$ cat src/rtl/led_blink_multi_pkg.sv
// Shared definitions for the multi-channel LED driver.
// Contents: per-channel mode encodings and the burst FSM state encodings.
// Used by led_blink_multi (top) and led_blink_multi_channel.
package led_blink_multi_pkg;

    typedef enum logic [1:0] {
        MODE_OFF   = 2'b00,
        MODE_ON    = 2'b01,
        MODE_BLINK = 2'b10,
        MODE_BURST = 2'b11
    } led_mode_e;

    typedef enum logic [1:0] {
        ST_IDLE   = 2'b00,
        ST_ON_PH  = 2'b01,
        ST_OFF_PH = 2'b10,
        ST_GAP    = 2'b11
    } burst_state_e;

endpackage

$ cat src/rtl/led_blink_multi_channel.sv
// One LED channel: shadow mode/half-period registers, phase counter,
// burst FSM and the registered raw LED output.
// Ports:
//   Clk50M    in  system clock
//   Rst_n     in  active-low reset (async assert, already release-synchronised)
//   cfg_load  in  capture mode_in/hp_in and restart the channel
//   tick      in  1 ms tick from the shared prescaler
//   mode_in   in  [1:0] requested mode
//   hp_in     in  [HP_W-1:0] requested half-period in ticks (0 treated as 1)
//   raw_led   out registered LED state before optional dimming
module led_blink_multi_channel
    import led_blink_multi_pkg::*;
#(
    parameter int HP_W    = 16,
    parameter int BURST_N = 3,
    parameter int GAP_HP  = 4
) (
    input  logic            Clk50M,
    input  logic            Rst_n,
    input  logic            cfg_load,
    input  logic            tick,
    input  logic [1:0]      mode_in,
    input  logic [HP_W-1:0] hp_in,
    output logic            raw_led
);

    // One counter serves both the hp phases and the longer GAP phase.
    localparam int GAP_W = HP_W + $clog2(GAP_HP);
    localparam int PC_W  = $clog2(BURST_N + 1);

    led_mode_e       mode_q, mode_d;
    burst_state_e    state_q, state_d;
    logic [HP_W-1:0] hp_q, hp_d;
    logic [GAP_W-1:0] cnt_q, cnt_d;
    logic [PC_W-1:0] pulse_q, pulse_d;
    logic            led_q, led_d;

    logic [GAP_W-1:0] hp_ext;
    logic [GAP_W-1:0] phase_term;
    logic [GAP_W-1:0] gap_term;
    logic             phase_done;
    logic             gap_done;

    assign hp_ext     = GAP_W'(hp_q);
    assign phase_term = hp_ext - GAP_W'(1);
    assign gap_term   = GAP_W'(GAP_HP) * hp_ext - GAP_W'(1);
    assign phase_done = (cnt_q == phase_term);
    assign gap_done   = (cnt_q == gap_term);

    always_comb begin
        mode_d  = mode_q;
        state_d = state_q;
        hp_d    = hp_q;
        cnt_d   = cnt_q;
        pulse_d = pulse_q;
        led_d   = led_q;
        if (cfg_load) begin
            // A load always wins over a coincident tick.
            mode_d  = led_mode_e'(mode_in);
            hp_d    = (hp_in == '0) ? HP_W'(1) : hp_in;
            cnt_d   = '0;
            pulse_d = '0;
            state_d = (mode_in == MODE_BURST) ? ST_ON_PH : ST_IDLE;
            led_d   = (mode_in != MODE_OFF);
        end else if (tick) begin
            unique case (mode_q)
                MODE_BLINK: begin
                    if (phase_done) begin
                        cnt_d = '0;
                        led_d = ~led_q;
                    end else begin
                        cnt_d = cnt_q + 1'b1;
                    end
                end
                MODE_BURST: begin
                    unique case (state_q)
                        ST_ON_PH: begin
                            if (phase_done) begin
                                cnt_d   = '0;
                                state_d = ST_OFF_PH;
                                led_d   = 1'b0;
                                pulse_d = pulse_q + 1'b1;
                            end else begin
                                cnt_d = cnt_q + 1'b1;
                            end
                        end
                        ST_OFF_PH: begin
                            if (phase_done) begin
                                cnt_d = '0;
                                if (pulse_q == PC_W'(BURST_N)) begin
                                    state_d = ST_GAP;
                                    pulse_d = '0;
                                end else begin
                                    state_d = ST_ON_PH;
                                    led_d   = 1'b1;
                                end
                            end else begin
                                cnt_d = cnt_q + 1'b1;
                            end
                        end
                        ST_GAP: begin
                            if (gap_done) begin
                                cnt_d   = '0;
                                state_d = ST_ON_PH;
                                led_d   = 1'b1;
                            end else begin
                                cnt_d = cnt_q + 1'b1;
                            end
                        end
                        default: state_d = ST_IDLE;
                    endcase
                end
                default: ;
            endcase
        end
    end

    always_ff @(posedge Clk50M or negedge Rst_n) begin
        if (!Rst_n) begin
            mode_q  <= MODE_OFF;
            state_q <= ST_IDLE;
            hp_q    <= HP_W'(1);
            cnt_q   <= '0;
            pulse_q <= '0;
            led_q   <= 1'b0;
        end else begin
            mode_q  <= mode_d;
            state_q <= state_d;
            hp_q    <= hp_d;
            cnt_q   <= cnt_d;
            pulse_q <= pulse_d;
            led_q   <= led_d;
        end
    end

    assign raw_led = led_q;

endmodule

$ cat src/rtl/led_blink_multi.sv
// Multi-channel LED driver: shared 1 ms prescaler feeding CHANNELS independent
// channels (OFF / ON / BLINK / BURST), all reconfigured together by cfg_load.
// Optional feature macro: LED_DIM_EN adds a global 8-bit PWM brightness gate.
// Ports:
//   Clk50M    in  system clock
//   Rst_n     in  asynchronous active-low reset (release synchronised inside)
//   cfg_load  in  1-cycle strobe capturing mode/half_per for every channel
//   mode      in  [2*CHANNELS-1:0] ch i = mode[2i+1:2i]
//   half_per  in  [HP_W*CHANNELS-1:0] ch i = half_per[HP_W*i +: HP_W]
//   dim_duty  in  [7:0] brightness /256, only used with LED_DIM_EN
//   tick      out 1-cycle pulse at the prescaler terminal count
//   led       out [CHANNELS-1:0] LED drive, 1 = lit
module led_blink_multi
    import led_blink_multi_pkg::*;
#(
    parameter int CLK_HZ   = 50_000_000,
    parameter int TICK_HZ  = 1_000,
    parameter int CHANNELS = 4,
    parameter int HP_W     = 16,
    parameter int BURST_N  = 3,
    parameter int GAP_HP   = 4
) (
    input  logic                     Clk50M,
    input  logic                     Rst_n,
    input  logic                     cfg_load,
    input  logic [2*CHANNELS-1:0]    mode,
    input  logic [HP_W*CHANNELS-1:0] half_per,
    input  logic [7:0]               dim_duty,
    output logic                     tick,
    output logic [CHANNELS-1:0]      led
);

    localparam int DIV  = CLK_HZ / TICK_HZ;
    localparam int PS_W = (DIV > 1) ? $clog2(DIV) : 1;
    localparam logic [PS_W-1:0] TERM = PS_W'(DIV - 1);

    // Reset: asserts immediately, releases on a clock edge after two flops.
    logic rst_meta_q, rst_meta_d;
    logic rst_sync_q, rst_sync_d;

    always_comb begin
        rst_meta_d = 1'b1;
        rst_sync_d = rst_meta_q;
    end

    always_ff @(posedge Clk50M or negedge Rst_n) begin
        if (!Rst_n) begin
            rst_meta_q <= 1'b0;
            rst_sync_q <= 1'b0;
        end else begin
            rst_meta_q <= rst_meta_d;
            rst_sync_q <= rst_sync_d;
        end
    end

    // Shared prescaler.
    logic [PS_W-1:0] presc_q, presc_d;
    logic            tick_int;

    assign tick_int = (presc_q == TERM);

    always_comb begin
        presc_d = tick_int ? '0 : presc_q + 1'b1;
    end

    always_ff @(posedge Clk50M or negedge rst_sync_q) begin
        if (!rst_sync_q) begin
            presc_q <= '0;
        end else begin
            presc_q <= presc_d;
        end
    end

    assign tick = tick_int;

    // Channels.
    logic [CHANNELS-1:0] raw_led;

    genvar gi;
    generate
        for (gi = 0; gi < CHANNELS; gi++) begin : g_ch
            led_blink_multi_channel #(
                .HP_W    (HP_W),
                .BURST_N (BURST_N),
                .GAP_HP  (GAP_HP)
            ) u_ch (
                .Clk50M   (Clk50M),
                .Rst_n    (rst_sync_q),
                .cfg_load (cfg_load),
                .tick     (tick_int),
                .mode_in  (mode[2*gi +: 2]),
                .hp_in    (half_per[HP_W*gi +: HP_W]),
                .raw_led  (raw_led[gi])
            );
        end
    endgenerate

`ifdef LED_DIM_EN
    // Free-running PWM; duty 0 is always dark, 255 is lit 255 of 256 clocks.
    logic [7:0] pwm_q, pwm_d;

    always_comb begin
        pwm_d = pwm_q + 8'd1;
    end

    always_ff @(posedge Clk50M or negedge rst_sync_q) begin
        if (!rst_sync_q) begin
            pwm_q <= '0;
        end else begin
            pwm_q <= pwm_d;
        end
    end

    assign led = raw_led & {CHANNELS{(pwm_q < dim_duty)}};
`else
    // dim_duty stays on the pinout but drives nothing in this build.
    logic dim_duty_unused;
    assign dim_duty_unused = ^dim_duty;
    assign led = raw_led;
`endif

endmodule
$ cat config.mk
export PLATFORM = sky130hd
export DESIGN_NAME = led_blink_multi
export DESIGN_NICKNAME = d
export VERILOG_FILES = /design/src/rtl/led_blink_multi_pkg.sv /design/src/rtl/led_blink_multi_channel.sv /design/src/rtl/led_blink_multi.sv
export SDC_FILE = /design/constraint.sdc
export NUM_CORES = 1
export LEC_CHECK = 0
export CORE_UTILIZATION = 62
export DETAILED_ROUTE_END_ITERATION = 7
export PLACE_DENSITY = 0.83
export SLEW_MARGIN = 20
export SYNTH_ARGS = -nofsm -noshare
export SYNTH_HDL_FRONTEND = slang
export SYNTH_HIERARCHICAL = 1
export SYNTH_SLANG_ARGS = --single-unit
$ cat constraint.sdc
create_clock -name Clk50M -period 10.81 [get_ports Clk50M]
set_clock_uncertainty 0.05 [all_clocks]
set_input_delay 2.162 -clock Clk50M [delete_from_list [all_inputs] [get_ports Clk50M]]
set_output_delay 2.162 -clock Clk50M [all_outputs]
set_load 0.03 [all_outputs]
==> flow_summary_export.csv, run 1 <==
group,metric,value,unit
run_status,outcome,"finished with violations",
run_status,violations,"design-rule violations",
detailed_routing,route.detailed.drc,2,
clock_tree,cts.clk_slew.worst_paths,0.07,ns
grt,grt_pass1_wl,57530,µm
power_and_ir_drop,powerDensity,116.0,nW/µm²
sta,slew_viol_final,0,
floorplanning,die_h,154.4,µm
cells_and_area,areaGrowthSynthToFinish,8.491,%
placement,post-dp-hpwl,24230,µm
grt,grt_max_degree,84,
detailed_routing,highest_layer,"met4",
yosys,synthArstFlopShare,100.0,%
clock_tree,insertion_delay,0.43,ns
floorplanning,die_area,23830,µm²
yosys,yosys.area.top_type_share,30.94,%
clock_tree,clock_path_buffers,2,
sta,rsz0062_at_grt,"false",
worst_setup_path,critical_path_required,8.60,ns
worst_setup_path,critPathKind,"reg2out",
clock_tree,cts-root-buf,"clkbuf_16",
power_and_ir_drop,internal_power,1.284,mW
cells_and_area,multi_input_area,8842,µm²
power_and_ir_drop,p_clk_share,37.6,%
power_and_ir_drop,p_sw,0.5277,mW
cells_and_area,antennaDiodeCount,0,
yosys,ys_warn_count,6,
yosys,ys_types,84,
yosys,synth.most_common_cell,"dfrtp_1",
power_and_ir_drop,p_seq_share,44.5,%
clock_tree,clkSinkCount,182,
grt,grt_pass1_vias,11770,
yosys,avgSynthCellArea,8.887,µm²
clock_tree,cts_setup_buffers,0,
floorplanning,die_w,154.4,µm
sta,timing.setup.tns,0,ns
grt,antenna_found_initial,0,
floorplanning,core_area,22710,µm²
detailed_routing,wl_per_cell,18.46,µm
worst_hold_path,worst_hold_path_type,"reg2async",
sta,period_needed,4.544,ns
sta,final_hold_viol_count,0,
worst_setup_path,start_kind,"flip-flop",
cells_and_area,seqCellArea,4563,µm²
yosys,syn_inst,1620,
yosys,yosys-top-cells-area,"dfrtp_1, xnor2_1, mux2_2, nand4_1, xnor3_1",
cells_and_area,nets,1689,
yosys,synth_ff_type,"dfrtp_1",
detailed_routing,vias,12460,
yosys,ys_ff_latch,182,
detailed_routing,dr.pass1.iters,8,
detailed_routing,dr_wl_met3,1949,µm
detailed_routing,drt_iter0_markers,1088,
detailed_routing,wl,34690,µm
yosys,syn_area,14400,µm²
sta,holdWs,0.2297,ns
clock_tree,cts_resized,0,
placement,place.gp.congestion,0.9433,
clock_tree,hold_buffers,0,
yosys,synth_fp_nets,1728,
yosys,synth-edff-count,0,
worst_setup_path,crit_fanout,6,
sta,setup_viol,0,
sta,relSlewSlack,30.73,%
sta,worst_slew_pin_slew,1.013,ns
detailed_routing,routed-wl-met2,16980,µm
placement,port_buffers,79,
flow_run,drv_cap,0,
power_and_ir_drop,power_switching_share,29.13,%
sta,fmax,0.2201,GHz
cells_and_area,drive_gt1_share,10.66,%
floorplanning,top_level_ports,88,
floorplanning,initial_core_util,63.40,%
yosys,synthTopCellsByCount,"dfrtp_1, nand2_1, inv_1",
yosys,ys_seq_area_share,31.67,%
grt,grt_usage,29.44,%
detailed_routing,ant_nets,0,
floorplanning,rows,55,
worst_setup_path,worstSetupEndpointType,"output pin",
clock_tree,cts_made_buffers,17,
grt,overflow,0,
clock_tree,cts_tree,"done",
worst_setup_path,critical_path_arrival,2.33,ns
sta,post-route-period-util,42.04,%
power_and_ir_drop,leakagePower,6.090,nW
cells_and_area,nFillCells,1783,
power_and_ir_drop,ir_drop,0.0001048,V
yosys,netlist.top_cell.by_area,"dfrtp_1",
detailed_routing,vias_per_cell,6.632,
power_and_ir_drop,comb_power_share,17.9,%
detailed_routing,drt-met1-wl,15230,µm
clock_tree,htreeDepth,4,
[layer usage]
metal  track usage [%]  up-vias
met2             49.96      462
met1             39.20     6030
met4             7.921        0
met5                 0        -
met3             4.651       46
li1                  -     5924
[flip-flops by register name, indices dropped and copies added (netlist names)]
register,cells
g_ch.u_ch/cnt_q,72
g_ch.u_ch/hp_q,64
presc_q,16
g_ch.u_ch/mode_q,8
g_ch.u_ch/pulse_q,8
g_ch.u_ch/state_q,8
g_ch.u_ch/raw_led,4
rst_meta_q,1
rst_sync_q,1
[path summary, 6_finish.rpt]
path,from,end,slack [ns],cells past startpoint
hold reg to reg,rst_sync_q,g_ch[2].u_ch/hp_q[15],0.23,0
max in group asynchronous,rst_sync_q,g_ch[0].u_ch/hp_q[5],8.29,2
hold / removal,rst_sync_q,g_ch[2].u_ch/hp_q[15],0.23,0
setup reg to reg,g_ch[3].u_ch/hp_q[0],g_ch[3].u_ch/cnt_q[5],6.78,11
setup / recovery,presc_q[0],tick,6.27,4
min in group Clk50M,rst_meta_q,rst_sync_q,0.31,0
[cells by family after synthesis]
group	synth area share, %
other cells	0.02605
fa+ha+maj	2.173
compound gates	15.32
simple gates	24.57
mux	7.682
xor+xnor	11.38
buf+inv	7.178
flops	31.67
[power groups by stage]
stage | registers, mW | logic, mW | clock network [mW]
after floorplan | 0.765 | 0.286 | 0
after global routing | 0.816 | 0.354 | 0.721
after detailed placement | 0.816 | 0.319 | 0
after global placement | 0.813 | 0.310 | 0
final | 0.806 | 0.324 | 0.681
after CTS | 0.804 | 0.323 | 0.695
[metrics by stage]
step	power (mW)	setup WS (ns)	cell area, µm²	cells	utilization, %
after floorplan	1.051	5.320	14400	1620	-
after global placement	1.124	6.006	14970	1847	65.93
after detailed placement	1.135	5.967	14970	1847	65.93
after CTS	1.821	6.241	15610	1879	68.74
after global routing	1.891	6.150	15620	1879	68.78
final	1.811	6.266	15620	1879	68.78
[area by class of cell]
cell class / count / share of cell area, %
multi-input cells: 1199 / 56.61
repair buffers: 92 / 5.671
inverters: 89 / 2.139
clock buffers: 20 / 2.860
flip-flops and latches: 182 / 29.21
well taps: 285 / 2.283
clock inverters: 12 / 1.226
[worst max-delay path, stage by stage, from the launching register on]
cell and delay, ns:
dfrtp_1 0.38, ha_1 0.18, and3_1 0.27, and4_1 0.35
clkdlybuf4s50_1 0.72
[cell usage in the layout (no fill, tap or decap), types with 7 or more instances in the layout]
cell type and instances:
nor3b_1 9, nor2b_1 21, nor4b_1 8, ha_1 25, o21ai_0 50, xnor2_1 86
clkbuf_16 17, o211ai_1 17, o21a_1 9, mux2i_1 43, clkdlybuf4s50_1 78, nand3_1 79
a211oi_1 19, nor4_2 10, xnor3_1 21, and2_1 9, nand2_1 101, nor2_1 68
o22ai_1 18, nor4_1 35, o31ai_1 13, or4_1 21, xor2_1 39, buf_4 14
a21oi_1 38, inv_1 89, nand2b_1 7, mux2_2 60, dfrtp_1 177, a31o_2 7
or3_1 16, and3_1 45, and4_1 10, a31oi_1 69, nor3_1 41, o2111ai_1 8
nand4_1 79
(Power assumes the default switching activity.)
==> run 2: changes to the inputs <==
--- a/config.mk
+++ b/config.mk
@@ -5,9 +5,9 @@
 export SDC_FILE = /design/constraint.sdc
 export NUM_CORES = 1
 export LEC_CHECK = 0
-export CORE_UTILIZATION = 62
+export CORE_UTILIZATION = 55
 export DETAILED_ROUTE_END_ITERATION = 7
-export PLACE_DENSITY = 0.83
+export PLACE_DENSITY = 0.78
 export SLEW_MARGIN = 20
 export SYNTH_ARGS = -nofsm -noshare
 export SYNTH_HDL_FRONTEND = slang
==> constraint.sdc (replaced) <==
create_clock -name Clk50M -period 4.1 [get_ports Clk50M]
set_clock_uncertainty 0.05 [all_clocks]
set_input_delay 0.82 -clock Clk50M [delete_from_list [all_inputs] [get_ports Clk50M]]
set_output_delay 0.82 -clock Clk50M [all_outputs]
set_load 0.03 [all_outputs]
==> flow_summary_export.csv, run 2 (synthesis results as in run 1) <==
group,metric,value,unit
cells_and_area,areaGrowthSynthToFinish,9.785,%
worst_setup_path,crit_fanout,18,
power_and_ir_drop,p_seq_share,44.7,%
power_and_ir_drop,ir_drop,0.0002485,V
clock_tree,htreeDepth,4,
cells_and_area,layout_common_cells,"dfrtp_1, nand2_1, inv_1, xnor2_1",
cells_and_area,largest_reg_flops,72,
run_status,outcome,"finished, final reports clean",
worst_setup_path,critPathKind,"reg2reg",
cells_and_area,antennaDiodeCount,0,
clock_tree,cts.clk_slew.worst_paths,0.07,ns
sta,fmax,0.2578,GHz
clock_tree,insertion_delay,0.43,ns
grt,grt_pass1_vias,11530,
placement,post-dp-hpwl,24570,µm
detailed_routing,drt_iter0_markers,1137,
power_and_ir_drop,comb_power_share,18.8,%
worst_setup_path,start_kind,"flip-flop",
clock_tree,cts_tree,"done",
worst_setup_path,r2r_cells,11,
sta,rsz0062_at_grt,"false",
power_and_ir_drop,powerDensity,298.5,nW/µm²
grt,overflow,0,
placement,pre_cts_ws,0.2474,ns
cells_and_area,largestRegisters,"g_ch.u_ch/cnt_q: 72 flops, g_ch.u_ch/hp_q: 64 flops, presc_q: 16 flops",
floorplanning,core_area,25400,µm²
clock_tree,clkSinkCount,182,
detailed_routing,wl_per_cell,17.58,µm
floorplanning,die_w,163.8,µm
placement,place.gp.congestion,0.9464,
sta,final_hold_viol_count,0,
sta,holdWs,0.2979,ns
sta,postLayoutSetupSlackWorst,0.2208,ns
sta,timing.setup.tns,0,ns
floorplanning,rows,58,
power_and_ir_drop,p_clk_share,36.5,%
power_and_ir_drop,leakagePower,6.176,nW
flow_run,drv_cap,0,
grt,grt_max_degree,72,
cells_and_area,nFillCells,2124,
power_and_ir_drop,p_sw,1.343,mW
sta,setup_viol,0,
clock_tree,hold_buffers,0,
sta,worst_slew_pin_slew,1.066,ns
grt,antenna_found_initial,0,
sta,slew_viol_final,0,
worst_setup_path,worstSetupEndpointType,"flip-flop",
grt,grt_usage,25.70,%
clock_tree,cts_resized,0,
clock_tree,cts-root-buf,"clkbuf_16",
worst_setup_path,critical_path_arrival,4.13,ns
cells_and_area,drive_gt1_share,11.71,%
floorplanning,die_area,26830,µm²
clock_tree,cts_made_buffers,17,
cells_and_area,layout_commonest_cell,"dfrtp_1",
clock_tree,cts_setup_buffers,0,
power_and_ir_drop,internal_power,3.375,mW
detailed_routing,wl,34170,µm
detailed_routing,route.detailed.drc,0,
worst_setup_path,critical_path_required,4.35,ns
cells_and_area,nets,1709,
grt,grt_pass1_wl,56380,µm
sta,post-route-period-util,94.61,%
sta,period_needed,3.879,ns
placement,port_buffers,79,
sta,relSlewSlack,28.65,%
clock_tree,clock_path_buffers,2,
detailed_routing,dr.pass1.iters,5,
floorplanning,initial_core_util,56.68,%
cells_and_area,largest-register,"g_ch.u_ch/cnt_q",
worst_hold_path,worst_hold_path_type,"reg2reg",
worst_hold_path,whs_path_depth,0,
floorplanning,top_level_ports,88,
power_and_ir_drop,power_switching_share,28.46,%
detailed_routing,vias,12510,
detailed_routing,ant_nets,0,
floorplanning,die_h,163.8,µm
detailed_routing,vias_per_cell,6.435,
-- run 2: area by class of cell --
type / instances / area [µm²] / area share, %
clock buffer: 24 / 491.7 / 3.111
clock inverter: 8 / 122.6 / 0.7757
inverter: 89 / 334.1 / 2.114
multi-input combinational: 1199 / 8833 / 55.89
sequential: 182 / 4563 / 28.87
tap: 330 / 412.9 / 2.612
timing repair buffer: 112 / 1049 / 6.633
-- run 2: final timing paths --
kind | start | endpoint | slack [ns]
max reg2reg | g_ch[0].u_ch/hp_q[0] | g_ch[0].u_ch/cnt_q[8] | 0.22
max in group asynchronous | rst_sync_q | g_ch[2].u_ch/hp_q[0] | 2.63
min | rst_meta_q | rst_sync_q | 0.30
max | g_ch[0].u_ch/hp_q[0] | g_ch[0].u_ch/cnt_q[8] | 0.22
min in group asynchronous | rst_sync_q | g_ch[3].u_ch/pulse_q[1] | 0.42
min reg2reg | rst_meta_q | rst_sync_q | 0.30
-- run 2: per-stage QoR --
stage	cell area, µm²	total power [mW]	util [%]	instances
after global placement	15190	2.988	59.81	1912
after CTS	15810	4.749	62.23	1944
after global routing	15810	4.940	62.23	1944
after floorplan	14400	2.771	-	1620
final	15810	4.717	62.23	1944
after detailed placement	15190	3.017	59.81	1912
-- run 2: critical path, stage by stage, from the launching register on --
cell      delay (ns)
dfstp_2         0.62
inv_1           0.07
ha_1            0.24
xor3_1          0.38
nor4_1          0.32
o211ai_1        0.17
or4_1           0.56
nor4_2          0.39
a41oi_2         0.36
buf_4           0.32
a31oi_1         0.18
mux2i_1         0.10
-- run 2: power by group through the flow --
stage               sequential, mW  combinational, mW  clock (mW)
CTS                           2.10              0.886        1.76
floorplan                     2.02              0.753           0
finish                        2.11              0.887        1.72
global placement              2.13              0.858           0
global route                  2.13              0.972        1.84
detailed placement            2.14              0.880           0
-- run 2: metal layers --
layer	global-route usage, %	part of all wire [%]	up-vias
li1	-	-	5971
met1	35.11	46	6139
met2	43.26	48	372
met3	3.535	5.0	28
met4	5.598	1.1	0
met5	0	0	-
==> RTL change 1: new RTL, flow settings as in run 1 <==
Encoding of `burst_state_e`: now one-hot (4 bits for 4 states).
--- a/src/rtl/led_blink_multi_pkg.sv
+++ b/src/rtl/led_blink_multi_pkg.sv
@@ -10,11 +10,11 @@
         MODE_BURST = 2'b11
     } led_mode_e;
 
-    typedef enum logic [1:0] {
-        ST_IDLE   = 2'b00,
-        ST_ON_PH  = 2'b01,
-        ST_OFF_PH = 2'b10,
-        ST_GAP    = 2'b11
+    typedef enum logic [3:0] {
+        ST_IDLE   = 4'b0001,
+        ST_ON_PH  = 4'b0010,
+        ST_OFF_PH = 4'b0100,
+        ST_GAP    = 4'b1000
     } burst_state_e;
 
 endpackage
Function: same outputs for any inputs over 4 cycles, from zero or initial values and one cycle with Rst_n low; so few cycles prove little.
==> RTL change 1 against run 1 <==
Sequential cell count increased by 8. Critical endpoint is now g_ch[2].u_ch/cnt_q[16]. Critical path type is now in2reg. Die area fell by 4.4%. Cell area down 3.3%. Area after synthesis down 4.5%. Worst setup slack worse by 0.066 ns. Power up 6.2%. Wire length fell by 9.2%. Non-clock buffer count unchanged.
==> RTL change 1: results (changes against run 1) <==
* Status: completed (was complete, but fails checks)
* Non-clock buffer contribution to total cell area at 6.02% (was 5.67%)
* 1st-iter DRT viols at 882 (was 1088)
* Die Outline Area at 22800 um2 (was 23800 um2)
* Worst-case vdd ir drop at 0.102 mV (was 0.105 mV)
* Power attributed to the clock group at 0.672 mW (was 0.681 mW)
* Layout cells sized above 1 at 12.5% (was 10.7%)
* Psw at 0.592 mW (was 0.528 mW)
* GRT Util Overall at 28.3% (was 29.4%)
* Worst-path fanout max at 93 (was 6)
* Per-instance average area after synthesis at 8.91 um2 (was 8.89 um2)
* Finished Cell Area at 15100 um2 (was 15600 um2)
* Placed insts at 1794 (was 1847)
* Arrival time worst endpoint at 4.90 ns (was 2.33 ns)
* #MultiIn Comb at 1175 (was 1199)
* Grt met1 use at 37.9% (was 39.2%)
* RePlAce Congestion at 0.962 (was 0.943)
* Vias in the first global route at 10909 (was 11766)
* Final routed wire length divided by cell count at 17.2 um (was 18.5 um)
* Worst flop-to-flop path startpoint: g_ch[3].u_ch/hp_q[1] (was g_ch[3].u_ch/hp_q[0])
* Number of vias after detailed routing at 11583 (was 12462)
* Met2 routed wirelength at 15.7 mm (was 17.0 mm)
* Seq. cell area at 4770 um2 (was 4560 um2)
* Highest-delay cell along the critical path: buf_4 (was clkdlybuf4s50_1)
* # clk buffers at 18 (was 20)
* Comb power at 0.372 mW (was 0.324 mW)
* Wire length of the first global-routing pass at 52.5 mm (was 57.5 mm)
* Total number of sequential cells at 190 (was 182)
* Global Route met2 Usage at 47.8% (was 50.0%)
* Maximum number of pins on one net before global-route repair at 94 (was 84)
* Inverter count of the layout excluding clock inverters at 58 (was 89)
* HPWL after detailed placement at 22.1 mm (was 24.2 mm)
* Ranking of synthesized cells by instance count: dfrtp_1, nand2_1, xnor2_1 (was dfrtp_1, nand2_1, inv_1)
* CP peak stage delay at 0.74 ns (was 0.72 ns)
* Top cells by area, synth: dfrtp_1, xnor2_1, mux2_2, nand2_1, xor2_1 (was dfrtp_1, xnor2_1, mux2_2, nand4_1, xnor3_1)
[RTL change 1: changes by cell type in the layout (fill, tap and decap cells not counted), sizes merged, moves of 25 or more]
cell / delta
mux2i: -26
a31oi: -54
nand4: -47
nand2: +34
a21oi: +25
xnor2: +41
inv: -29
[RTL change 1: kinds of logic after synthesis]
kind of cell | share of synthesized area [%]
AO/OA/AOI/OAI | 14.0
XOR/XNOR | 12.3
adder cells (fa/ha/maj) | 1.18
buffers and inverters | 5.73
flip-flops | 34.6
multiplexers | 6.48
other | 0.0273
AND/OR/NAND/NOR | 25.6
[RTL change 1: final timing paths]
path	end	slack, ns	depth (start not counted)
min in group Clk50M	rst_sync_q	0.31	0
hold / removal	g_ch[1].u_ch/hp_q[15]	0.18	0
hold reg to reg	g_ch[1].u_ch/hp_q[15]	0.18	0
setup reg to reg	g_ch[3].u_ch/cnt_q[16]	6.50	12
max in group asynchronous	rst_sync_q	8.74	1
setup / recovery	g_ch[2].u_ch/cnt_q[16]	6.20	6
==> RTL change 2: new RTL, flow settings as in run 1 <==
Made on the original files. The option `LED_DIM_EN` is turned on by a define.
--- a/src/rtl/led_blink_multi.sv
+++ b/src/rtl/led_blink_multi.sv
@@ -10,6 +10,8 @@
 //   dim_duty  in  [7:0] brightness /256, only used with LED_DIM_EN
 //   tick      out 1-cycle pulse at the prescaler terminal count
 //   led       out [CHANNELS-1:0] LED drive, 1 = lit
+`define LED_DIM_EN
+
 module led_blink_multi
     import led_blink_multi_pkg::*;
 #(
Formal check against the unedited RTL: not equivalent (a bounded check fails within 4 cycles, from zero or initial values and one cycle with Rst_n low).
==> RTL change 2 against run 1 <==
Sequential share of layout area hardly changed. Combinational power rose by 2%. Cell area up 4.4%. Power up 2.5%. Final cell count grew 5.2%. Global-route usage rose by 0.16 points. Sequential cell count is 8 higher. Area after synthesis up 3.6%. Critical path type is now in2out. Synthesized cell count grew 3.3%. Wire length rose by 2.0%. Via count rose by 4.0%. Worst setup slack worse by 2.0 ns.
==> RTL change 2: results (changes against run 1) <==
* Number of detailed-routing iterations run before antenna repair at 5 (was 8)
* Placed insts at 1943 (was 1847)
* Worst Setup Slack post-DPL at 4.24 ns (was 5.97 ns)
* Net count after synthesis at 1790 (was 1728)
* Clock buffers created by TritonCTS at 17 (unchanged)
* Worst-case vdd ir drop at 0.0767 mV (was 0.105 mV)
* Grt met1 use at 39.7% (was 39.2%)
* Pwr/cell area at 114 nW/um2 (was 116 nW/um2)
* Static leakage at 6.40 nW (was 6.09 nW)
* Pwr top: registers (unchanged)
* HPWL after detailed placement at 25.1 mm (was 24.2 mm)
* Buffer count from post-CTS setup fixing at 0 (unchanged)
* Cells after Synth at 1674 (was 1620)
* Initial antenna violation count at 0 (unchanged)
* Vias in the first global route at 12140 (was 11766)
* Wire length on met1 at 15.7 mm (was 15.2 mm)
* Proportion of power drawn by flip-flops and latches at 45.1% (was 44.5%)
* Met3 layer usage reported by global route at 3.85% (was 4.65%)
* Count of input and output buffers at 87 (was 79)
* Sequential area share after synthesis at 31.9% (was 31.7%)
* Logic gate share of total power at 17.9% (about the same)
* RePlAce Congestion at 0.941 (was 0.943)
* Layout cells sized above 1 at 10.5% (was 10.7%)
* Worst-path fanout max at 4 (was 6)
* Final routed wirelength across all metal layers at 35.4 mm (was 34.7 mm)
* Wire length of the first global-routing pass at 59.3 mm (was 57.5 mm)
* Status: completed (was complete, but fails checks)
* Met2 routed wirelength at 17.2 mm (was 17.0 mm)
* Top delay family on crit path: buffers and inverters (unchanged)
* Number of H-tree levels at 4 (unchanged)
* Via-to-Cell Ratio at 6.56 (was 6.63)
* Top routing layer in use: met4 (unchanged)
* Post-CTS Resized at 0 (unchanged)
* Number of distinct library cells after synthesis at 85 (was 84)
* Worst-path clk slew at 0.07 ns (about the same)
* Instance area at placement at 15600 um2 (was 15000 um2)
* Type of the tightest min-delay check: reg2reg (was reg2async)
* Global Route met2 Usage at 50.0% (about the same)
* Antenna diode instance count at 0 (unchanged)
* CP peak stage delay at 0.69 ns (was 0.72 ns)
* Slew at the pin closest to its max-slew limit at 1.04 ns (was 1.01 ns)
* Maximum number of pins on one net before global-route repair at 81 (was 84)
* Async SR Flop Fraction at 100% (unchanged)
* Clock root buffer master: clkbuf_16 (unchanged)
* Worst-case clock buffer depth at 2 (unchanged)
* Top cells by area, synth: dfrtp_1, xnor2_1, mux2_2, nand4_1, xnor3_1 (unchanged)
* Switching Share at 30.0% (was 29.1%)
* GRT Util Overall at 29.6% (was 29.4%)
* Highest-delay cell along the critical path: clkdlybuf4s50_1 (unchanged)
* Number of warnings issued by yosys at 6 (unchanged)
* 1st-iter DRT viols at 1134 (was 1088)
* Clock latency reported for the late side of the worst-skew pair at roughly 0.44 ns
* Arrival time worst endpoint at 4.36 ns (was 2.33 ns)
* Ranking of synthesized cells by instance count: dfrtp_1, nand2_1, inv_1 (unchanged)
* Met3 wirelength from detailed routing at 1.87 mm (was 1.95 mm)
* Registers with the most flip-flops: g_ch.u_ch/cnt_q x72, g_ch.u_ch/hp_q x64, presc_q x16 (unchanged)
* # hold bufs at CTS at 0 (unchanged)
* Layout Cells excl Fill at 1976 (was 1879)
==> RTL change 2: cell types whose count changed in the layout (fill, tap and decap cells not counted), sizes merged, moves of 3 or more <==
cell	delta
inv	+11
clkdlybuf4s50	+8
dfrtp	+8
ha	+8
xnor2	+6
a21oi	+5
nand2	+5
nand3	+4
and2	-3
nand4	+3
nor4	+3
==> RTL change 2: path summary, 6_finish.rpt <==
kind	slack, ns	depth (start not counted)	to	startpoint
setup / recovery	4.24	8	led[1]	dim_duty[6]
hold / removal	0.31	0	rst_sync_q	rst_meta_q
setup reg to reg	6.75	10	g_ch[0].u_ch/cnt_q[5]	g_ch[0].u_ch/hp_q[0]
hold reg to reg	0.31	0	rst_sync_q	rst_meta_q
max in group asynchronous	8.76	1	rst_sync_q	Rst_n
min in group asynchronous	0.37	0	g_ch[2].u_ch/hp_q[14]	rst_sync_q
==> RTL change 2: logic make-up (layout without fill, tap and decap cells) <==
group | count (synthesis) | count (layout) | share of synthesized area, %
AND/OR/NAND/NOR | 618 | 618 | 24.2
AO/OA/AOI/OAI | 327 | 327 | 15.2
buffers and inverters | 247 | 230 | 7.14
flip-flops | 190 | 190 | 31.9
XOR/XNOR | 156 | 156 | 11.4
multiplexers | 102 | 102 | 7.35
adder cells (fa/ha/maj) | 33 | 33 | 2.77
other | 1 | 1 | 0.0251
==> RTL change 2: area by class of cell <==
| cell class | instances | area, um2 |
|---|---|---|
| clock buffer | 18 | 439 |
| clock inverter | 14 | 200 |
| fill | 1860 | 7240 |
| inverter | 97 | 364 |
| multi-input combinational | 1237 | 9150 |
| sequential | 190 | 4760 |
| tap | 319 | 399 |
| timing repair buffer | 101 | 993 |
